**src/rtl/axi_wr_pkg.sv**
```systemverilog
// Shared sizing and route-entry layout for the AXI write-data router.
// Master/slave counts and the AWLEN width live here, so every block sees one entry format.
package axi_wr_pkg;

  localparam int NUM_M  = 2;
  localparam int NUM_S  = 6;
  localparam int LEN_W  = 4;
  localparam int MIDX_W = $clog2(NUM_M);
  localparam int SIDX_W = $clog2(NUM_S + 1);

  // A decoded slave index equal to NUM_S marks an address with no slave behind it.
  localparam logic [SIDX_W-1:0] UNMAPPED = SIDX_W'(NUM_S);

  typedef struct packed {
    logic [MIDX_W-1:0] mst;
    logic [SIDX_W-1:0] slv;
    logic [LEN_W-1:0]  len;
  } route_entry_t;

  function automatic logic slv_is_mapped(input logic [SIDX_W-1:0] slv);
    return slv < UNMAPPED;
  endfunction

endpackage

```
**src/rtl/axi_wdata_router_if.sv**
```systemverilog
// Bus bundle between the write-address arbiter, the W masters/slaves and the data router.
// The router sits on the slave modport; the surrounding fabric drives the master modport.
interface axi_wdata_router_if #(
  parameter int DATA_W = 32
);
  import axi_wr_pkg::*;

  localparam int STRB_W = DATA_W / 8;

  // Every valid/ready pair transfers on a cycle where both are high at the rising edge;
  // valid never waits on ready, and a master holds its beat stable until it is taken.
  logic                     aw_push_valid;
  logic                     aw_push_ready;
  logic [MIDX_W-1:0]        aw_push_mst;
  logic [SIDX_W-1:0]        aw_push_slv;
  logic [LEN_W-1:0]         aw_push_len;

  logic [NUM_M*DATA_W-1:0]  m_wdata;
  logic [NUM_M*STRB_W-1:0]  m_wstrb;
  logic [NUM_M-1:0]         m_wlast;
  logic [NUM_M-1:0]         m_wvalid;
  logic [NUM_M-1:0]         m_wready;

  logic [NUM_S*DATA_W-1:0]  s_wdata;
  logic [NUM_S*STRB_W-1:0]  s_wstrb;
  logic [NUM_S-1:0]         s_wlast;
  logic [NUM_S-1:0]         s_wvalid;
  logic [NUM_S-1:0]         s_wready;

  logic                     err_wlast;
  logic                     err_unmapped;
  logic                     busy;

  modport master (
    output aw_push_valid, aw_push_mst, aw_push_slv, aw_push_len,
    output m_wdata, m_wstrb, m_wlast, m_wvalid, s_wready,
    input  aw_push_ready, m_wready, s_wdata, s_wstrb, s_wlast, s_wvalid,
    input  err_wlast, err_unmapped, busy
  );

  modport slave (
    input  aw_push_valid, aw_push_mst, aw_push_slv, aw_push_len,
    input  m_wdata, m_wstrb, m_wlast, m_wvalid, s_wready,
    output aw_push_ready, m_wready, s_wdata, s_wstrb, s_wlast, s_wvalid,
    output err_wlast, err_unmapped, busy
  );

endinterface

```
**src/rtl/axi_route_fifo.sv**
```systemverilog
// In-order queue of outstanding write routes; the head entry steers the W channel.
// Pointers carry one extra wrap bit so full and empty are told apart without a counter.
module axi_route_fifo
  import axi_wr_pkg::*;
#(
  parameter int  DEPTH   = 4,
  parameter type entry_t = route_entry_t
) (
  input  logic   clk,
  input  logic   rst,
  input  logic   push_i,
  input  entry_t entry_i,
  input  logic   pop_i,
  output logic   full_o,
  output logic   empty_o,
  output entry_t head_o
);

  localparam int AW = $clog2(DEPTH);

  entry_t      mem_q [DEPTH];
  logic [AW:0] wr_ptr_q, wr_ptr_d;
  logic [AW:0] rd_ptr_q, rd_ptr_d;
  logic        do_push, do_pop;

  assign empty_o = (wr_ptr_q == rd_ptr_q);
  assign full_o  = (wr_ptr_q[AW] != rd_ptr_q[AW]) &&
                   (wr_ptr_q[AW-1:0] == rd_ptr_q[AW-1:0]);
  assign head_o  = mem_q[rd_ptr_q[AW-1:0]];

  // Full refuses a push even when the head pops this cycle.
  assign do_push = push_i && !full_o;
  assign do_pop  = pop_i && !empty_o;

  always_comb begin
    wr_ptr_d = wr_ptr_q;
    rd_ptr_d = rd_ptr_q;
    if (do_push) wr_ptr_d = wr_ptr_q + {{AW{1'b0}}, 1'b1};
    if (do_pop)  rd_ptr_d = rd_ptr_q + {{AW{1'b0}}, 1'b1};
  end

  always_ff @(posedge clk) begin
    if (rst) begin
      wr_ptr_q <= '0;
      rd_ptr_q <= '0;
    end else begin
      wr_ptr_q <= wr_ptr_d;
      rd_ptr_q <= rd_ptr_d;
    end
  end

  always_ff @(posedge clk) begin
    if (do_push) mem_q[wr_ptr_q[AW-1:0]] <= entry_i;
  end

endmodule

```
**src/rtl/axi_wdata_router.sv**
```systemverilog
// W-channel crossbar stage: steers beats from the head route's master to its slave,
// terminates bursts by beat count, and sinks bursts aimed at unmapped addresses.
module axi_wdata_router
  import axi_wr_pkg::*;
#(
  parameter int DATA_W = 32,
  parameter int DEPTH  = 4
) (
  input logic               clk,
  input logic               rst,
  axi_wdata_router_if.slave bus
);

  localparam int STRB_W = DATA_W / 8;

  route_entry_t      push_entry;
  route_entry_t      head;
  logic              q_full, q_empty, q_pop;
  logic              head_mapped, last_beat, beat_hs;
  logic              sel_wvalid, sel_wlast, sel_sready;
  logic [DATA_W-1:0] sel_wdata;
  logic [STRB_W-1:0] sel_wstrb;
  logic [LEN_W-1:0]  cnt_q, cnt_d;

  assign push_entry = '{mst: bus.aw_push_mst, slv: bus.aw_push_slv, len: bus.aw_push_len};

  axi_route_fifo #(
    .DEPTH   (DEPTH),
    .entry_t (route_entry_t)
  ) u_route_fifo (
    .clk     (clk),
    .rst     (rst),
    .push_i  (bus.aw_push_valid),
    .entry_i (push_entry),
    .pop_i   (q_pop),
    .full_o  (q_full),
    .empty_o (q_empty),
    .head_o  (head)
  );

  assign bus.aw_push_ready = ~q_full;
  assign bus.busy          = ~q_empty;
  assign head_mapped       = slv_is_mapped(head.slv);
  assign last_beat         = (cnt_q == head.len);

  always_comb begin
    sel_wvalid = 1'b0;
    sel_wlast  = 1'b0;
    sel_wdata  = '0;
    sel_wstrb  = '0;
    for (int i = 0; i < NUM_M; i++) begin
      if (head.mst == MIDX_W'(i)) begin
        sel_wvalid = bus.m_wvalid[i];
        sel_wlast  = bus.m_wlast[i];
        sel_wdata  = bus.m_wdata[i*DATA_W +: DATA_W];
        sel_wstrb  = bus.m_wstrb[i*STRB_W +: STRB_W];
      end
    end
  end

  // An unmapped head matches no slave, so the default makes it an always-ready sink.
  always_comb begin
    sel_sready = 1'b1;
    for (int j = 0; j < NUM_S; j++) begin
      if (head.slv == SIDX_W'(j)) sel_sready = bus.s_wready[j];
    end
  end

  assign beat_hs = ~q_empty & sel_wvalid & sel_sready;
  assign q_pop   = beat_hs & last_beat;

  always_comb begin
    bus.m_wready = '0;
    for (int i = 0; i < NUM_M; i++) begin
      if (!q_empty && head.mst == MIDX_W'(i)) bus.m_wready[i] = sel_sready;
    end
  end

  always_comb begin
    bus.s_wvalid = '0;
    bus.s_wlast  = '0;
    bus.s_wdata  = '0;
    bus.s_wstrb  = '1;
    for (int j = 0; j < NUM_S; j++) begin
      if (!q_empty && head.slv == SIDX_W'(j)) begin
        bus.s_wvalid[j]                  = sel_wvalid;
        bus.s_wlast[j]                   = last_beat;
        bus.s_wdata[j*DATA_W +: DATA_W]  = sel_wdata;
        bus.s_wstrb[j*STRB_W +: STRB_W]  = sel_wstrb;
      end
    end
  end

  // Burst length comes from AWLEN, never from the master's WLAST.
  always_comb begin
    cnt_d = cnt_q;
    if (beat_hs) cnt_d = last_beat ? '0 : cnt_q + LEN_W'(1);
  end

  always_ff @(posedge clk) begin
    if (rst) cnt_q <= '0;
    else     cnt_q <= cnt_d;
  end

  assign bus.err_wlast    = beat_hs & (sel_wlast != last_beat);
  assign bus.err_unmapped = q_pop & ~head_mapped;

endmodule

```
**src/flat_wrapper.sv**
```systemverilog
// flat-port wrapper written by rule: the top's interface ports become plain ports
module axi_wdata_router_flat import axi_wr_pkg::*;
#(
  parameter int DATA_W = 32,
  parameter int DEPTH  = 4
)
  (clk, rst, bus_aw_push_valid, bus_aw_push_mst, bus_aw_push_slv, bus_aw_push_len, bus_m_wdata, bus_m_wstrb, bus_m_wlast, bus_m_wvalid, bus_s_wready, bus_aw_push_ready, bus_m_wready, bus_s_wdata, bus_s_wstrb, bus_s_wlast, bus_s_wvalid, bus_err_wlast, bus_err_unmapped, bus_busy);
  axi_wdata_router_if #(.DATA_W(DATA_W)) bus_i ();
  input logic clk;
  input logic rst;
  input wire logic [$bits(bus_i.aw_push_valid)-1:0] bus_aw_push_valid;
  input wire logic [$bits(bus_i.aw_push_mst)-1:0] bus_aw_push_mst;
  input wire logic [$bits(bus_i.aw_push_slv)-1:0] bus_aw_push_slv;
  input wire logic [$bits(bus_i.aw_push_len)-1:0] bus_aw_push_len;
  input wire logic [$bits(bus_i.m_wdata)-1:0] bus_m_wdata;
  input wire logic [$bits(bus_i.m_wstrb)-1:0] bus_m_wstrb;
  input wire logic [$bits(bus_i.m_wlast)-1:0] bus_m_wlast;
  input wire logic [$bits(bus_i.m_wvalid)-1:0] bus_m_wvalid;
  input wire logic [$bits(bus_i.s_wready)-1:0] bus_s_wready;
  output wire logic [$bits(bus_i.aw_push_ready)-1:0] bus_aw_push_ready;
  output wire logic [$bits(bus_i.m_wready)-1:0] bus_m_wready;
  output wire logic [$bits(bus_i.s_wdata)-1:0] bus_s_wdata;
  output wire logic [$bits(bus_i.s_wstrb)-1:0] bus_s_wstrb;
  output wire logic [$bits(bus_i.s_wlast)-1:0] bus_s_wlast;
  output wire logic [$bits(bus_i.s_wvalid)-1:0] bus_s_wvalid;
  output wire logic [$bits(bus_i.err_wlast)-1:0] bus_err_wlast;
  output wire logic [$bits(bus_i.err_unmapped)-1:0] bus_err_unmapped;
  output wire logic [$bits(bus_i.busy)-1:0] bus_busy;
  assign bus_i.aw_push_valid = bus_aw_push_valid;
  assign bus_i.aw_push_mst = bus_aw_push_mst;
  assign bus_i.aw_push_slv = bus_aw_push_slv;
  assign bus_i.aw_push_len = bus_aw_push_len;
  assign bus_i.m_wdata = bus_m_wdata;
  assign bus_i.m_wstrb = bus_m_wstrb;
  assign bus_i.m_wlast = bus_m_wlast;
  assign bus_i.m_wvalid = bus_m_wvalid;
  assign bus_i.s_wready = bus_s_wready;
  assign bus_aw_push_ready = bus_i.aw_push_ready;
  assign bus_m_wready = bus_i.m_wready;
  assign bus_s_wdata = bus_i.s_wdata;
  assign bus_s_wstrb = bus_i.s_wstrb;
  assign bus_s_wlast = bus_i.s_wlast;
  assign bus_s_wvalid = bus_i.s_wvalid;
  assign bus_err_wlast = bus_i.err_wlast;
  assign bus_err_unmapped = bus_i.err_unmapped;
  assign bus_busy = bus_i.busy;
  axi_wdata_router #(.DATA_W(DATA_W), .DEPTH(DEPTH)) u_core (.clk(clk), .rst(rst), .bus(bus_i));
endmodule
```
**config.mk**
```make
export PLATFORM = sky130hd
export DESIGN_NAME = axi_wdata_router_flat
export DESIGN_NICKNAME = d
export VERILOG_FILES = /design/src/rtl/axi_wr_pkg.sv /design/src/rtl/axi_wdata_router_if.sv /design/src/rtl/axi_route_fifo.sv /design/src/rtl/axi_wdata_router.sv /design/src/flat_wrapper.sv
export SDC_FILE = /design/constraint.sdc
export NUM_CORES = 1
export LEC_CHECK = 0
export CAP_MARGIN = 5
export CELL_PAD_IN_SITES_DETAIL_PLACEMENT = 0
export CELL_PAD_IN_SITES_GLOBAL_PLACEMENT = 1
export CORE_ASPECT_RATIO = 1.75
export CORE_MARGIN = 5
export CORE_UTILIZATION = 22
export CTS_CLUSTER_DIAMETER = 30
export CTS_CLUSTER_SIZE = 40
export DETAILED_ROUTE_END_ITERATION = 12
export PLACE_DENSITY_LB_ADDON = 0.12
export SYNTH_ARGS = -nofsm -noshare
export SYNTH_HDL_FRONTEND = slang
export SYNTH_HIERARCHICAL = 1
export SYNTH_SLANG_ARGS = --single-unit
```
**constraint.sdc**
```tcl
create_clock -name clk -period 7.9 [get_ports clk]
set_clock_uncertainty 0.1 [all_clocks]
set_input_delay 0.79 -clock clk [delete_from_list [all_inputs] [get_ports clk]]
set_output_delay 0.79 -clock clk [all_outputs]
set_load 0.1 [all_outputs]
```
==> implementation parameters <==
Parameter                              Value

Worst setup path
  Family with the most delay on the worst path ... simple AND/OR/NAND/NOR gates
  Critical path type ... reg2out
  Startpoint types ... flip-flop
  Delay of the slowest cell on the worst path ... 1190 ps
  Cell with the most instances on the worst path ... sky130_fd_sc_hd__nor2_1
  Buf+Inv Stages, Crit Path ... 1
  Worst-path cell chain ... mux4_2 -> nor2_1 -> nand3_2 -> nor2_1 -> clkdlybuf4s50_1
  Endpoint class of the critical path ... primary output
  Critical path data required time ... 7010 ps
  Slowest cell on the critical path ... sky130_fd_sc_hd__clkdlybuf4s50_1
  Critical path peak fanout ... 34
  Data arrival time of the critical path ... 4450 ps

Cells and area
  Finished Layout Cells ... 970
  Area added between synthesis and finish ... 98.1%
  Filler cells ... 1603
  Fraction of layout cells with a size suffix above 1 ... 3.86%
  Area taken by flip-flops and latches ... 1200 um2
  Multi-input gate area in the final layout ... 2210 um2
  Number of nets in the final layout ... 876
  Antenna diodes ... 0

Yosys
  Ys async rst share ... 0%
  Number of warnings issued by yosys ... 6
  Cell area after synthesis ... 3620 um2
  Post-synth top cells ... sky130_fd_sc_hd__nor2_1 (212), sky130_fd_sc_hd__mux2i_1 (37), sky130_fd_sc_hd__nand2_1 (37)
  Number of storage elements in the synthesis netlist ... 44
  Cell taking the most area after synthesis ... sky130_fd_sc_hd__edfxtp_1
  Net count of the mapped netlist ... 570
  Number of enable flip-flop cells after synthesis ... 32
  Most used flip-flop cell after synthesis ... sky130_fd_sc_hd__edfxtp_1
  Count of unique library cells instantiated by Yosys ... 49
  Ranking of synthesized cells by area ... sky130_fd_sc_hd__edfxtp_1 (27%), sky130_fd_sc_hd__nor2_1 (22%), sky130_fd_sc_hd__mux2i_1 (10%), sky130_fd_sc_hd__dfxtp_1 (6.6%), sky130_fd_sc_hd__mux4_2 (5.0%)
  Fraction of post-synthesis cell area in the top cell type by area ... 26.5%
  Most repeated cell in the gate-level netlist after synthesis ... sky130_fd_sc_hd__nor2_1
  Mapped Cells ... 471
  Portion of the post-synthesis area used by sequential elements ... 33.2%
  Post-synthesis area per instance ... 7.69 um2

Status
  Run status ... finished, final reports clean

Floorplanning
  Effective utilization at floorplan ... 22.2%
  Area of the core region ... 16300 um2
  Die width ... 107 um
  DIE AREA ... 19200 um2
  Num ports ... 327
  Die outline height ... 180 um
  Cell Rows ... 62

STA
  Share of the clock period used by the worst path ... 67.5%
  Total of endpoints with negative setup slack in the final report ... 0
  Transition at the pin with the smallest max-transition slack ... 1110 ps
  Headroom to the max-slew limit ... 25.8%
  Setup TNS ... 0 ps
  Final count of pins violating max slew ... 0
  Number of hold-slack violations in the final timing report ... 0
  Unrepaired setup endpoints after global routing ... false
  Achievable frequency ... 0.187 GHz
  Clock period minus final worst setup slack ... 5340 ps
  Final worst-path setup slack ... 2560 ps

Clock tree
  Insertion delay to the later sink of the worst-skew pair ... 280 ps
  CTS buffer count ... 5
  Clock buffer depth ... 2
  Number of levels the H-tree was split into ... 2
  Post-cts hold buffer count ... 0
  Post-cts gate resize count ... 0
  Clock transition at the registers of the reported paths ... 60 ps
  Postcts setup bufs ... 0
  Buffer cell driving the clock tree root ... sky130_fd_sc_hd__clkbuf_16
  Clock tree from TritonCTS ... built
  Clock sink total ... 44

Pwr
  Switching power share of the total ... 55.0%
  Ratio of total power to cell area ... 191 nW/um2
  Gate power share ... 62.9%
  Leakage power figure ... 2.65 nW
  Cell internal pwr ... 0.618 mW
  Share of total power in the clock network ... 17.0%
  Seq pwr share ... 20.1%
  Peak supply drop ... 0.000171 V
  P_sw ... 0.755 mW

Drt
  1st-pass router iterations ... 4
  Average wire per cell in the routed design ... 21.5 um
  Total detailed-routing wirelength ... 20800 um
  Via density per instance ... 4.71
  Total via count in the routed design ... 4566
  Antenna Violating Nets Remaining ... 0
  DRC ... 0
  DRT iter0 DRCs ... 253

GRT
  Overflow after GRT ... 0
  Maximum number of pins on one net before global-route repair ... 41
  Vias in the first global route ... 4651
  Overall routing resource usage ... 20.9%
  Global-route wire length before repair ... 30600 um
  Antenna violations before repair ... 0

Placement
  # placed instances ... 962
  Post-placement setup slack ... 2840 ps
  Buffers added on ports ... 326
  Routability congestion estimate ... 0.935
  Half-perimeter wire length after placement ... 17000 um

Job
  Max Cap Violations ... 0

Hold path
  Hold Path Class ... reg2reg
## routing by layer
| layer | share of wire (%) | up-vias | GRT usage [%] | wire, um |
|---|---|---|---|---|
| met5 | 0 | - | 0 | 0 |
| met4 | 2.2 | 0 | 5.43 | 454 |
| met3 | 8.8 | 25 | 4.38 | 1820 |
| met2 | 53 | 251 | 39.6 | 11100 |
| met1 | 36 | 2108 | 23.1 | 7480 |
| li1 | - | 2182 | - | - |
## registers in the layout (all words and copies together) (netlist names), named ones only
name / cells
u_core/u_route_fifo/mem_q: 32
u_core/cnt_q: 4
u_core/u_route_fifo/rd_ptr_q: 3
u_core/u_route_fifo/wr_ptr_q: 3
## worst register-to-register path, stage by stage (launching register included)
cell and delay (ps):
sky130_fd_sc_hd__dfxtp_1 660, sky130_fd_sc_hd__mux4_2 570, sky130_fd_sc_hd__buf_4 340, sky130_fd_sc_hd__mux2i_2 400, sky130_fd_sc_hd__a311oi_4 480, sky130_fd_sc_hd__nand2_1 170, sky130_fd_sc_hd__nor2_1 380, sky130_fd_sc_hd__nor3b_1 290
sky130_fd_sc_hd__o21ai_0 170, sky130_fd_sc_hd__o211ai_1 170
## layout make-up
| cell class | instances | area share, % |
|---|---|---|
| multi-input combinational | 382 | 30.8 |
| inverter | 12 | 0.628 |
| tap | 192 | 3.35 |
| clock buffer | 5 | 1.74 |
| sequential | 44 | 16.7 |
| clock inverter | 3 | 0.593 |
| timing repair buffer | 332 | 46.1 |
## cell usage in the layout (no fill, tap or decap), drive strengths merged, types with 2 or more instances in the layout
cell           synthesis  final
edfxtp                32     32
nand2                 37     37
o211ai                 6      6
and2                   6      6
nor2                 212    212
nor3b                  4      4
mux4                   8      8
nor2b                  3      3
a31oi                  5      5
mux2i                 38     38
xnor2                  8      8
a41oi                  2      2
nand3b                 2      2
inv                   12     12
a21oi                  4      4
and3                   3      3
clkdlybuf4s50          0    326
clkinv                 0      2
clkbuf                23      5
o41ai                  2      2
buf                   10      6
dfxtp                 12     12
o21ai                  7      7
xor2                   3      3
nor4                   2      2
ha                     6      6
nand4                  4      4
a211o                  3      3
nand3                  6      6
## path summary, 6_finish.rpt
check             slack (ps)  cells after the start              end            start
setup / recovery        2560                      5  bus_s_wdata[97]        flip-flop
hold / removal           420                      1  u_core/cnt_q[3]  u_core/cnt_q[3]
setup reg to reg        4090                      9        flip-flop        flip-flop
hold reg to reg          420                      1  u_core/cnt_q[3]  u_core/cnt_q[3]
## power groups by stage
| stage | combinational [mW] | sequential, mW | clock [mW] |
|---|---|---|---|
| 2_1_floorplan | 0.632 | 0.277 | 0 |
| 3_3_place_gp | 0.867 | 0.280 | 0 |
| 3_5_place_dp | 0.869 | 0.281 | 0 |
| 4_1_cts | 0.870 | 0.276 | 0.238 |
| 5_1_grt | 0.896 | 0.278 | 0.248 |
| 6_report | 0.863 | 0.276 | 0.233 |
## cells by family after synthesis
family | Yosys count | synth area share (%)
AND/OR/NAND/NOR | 284 | 32.3
multiplexers | 46 | 15.6
buffers and inverters | 45 | 5.94
flip-flops | 44 | 33.2
AO/OA/AOI/OAI | 35 | 8.29
XOR/XNOR | 11 | 2.66
adder cells (fa/ha/maj) | 6 | 2.07
## per-stage QoR
step / instance area [um2] / util, % / hold slack (ps) / power, mW
finish: 7170 / 44.0 / 423 / 1.37
global route: 7170 / 44.0 / 454 / 1.42
CTS: 7170 / 44.0 / 415 / 1.38
detailed placement: 7000 / 43.0 / 407 / 1.15
global placement: 7000 / 43.0 / 400 / 1.15
floorplan: 3620 / - / 380 / 0.909
Note: power is estimated with default switching activity, not from simulation.
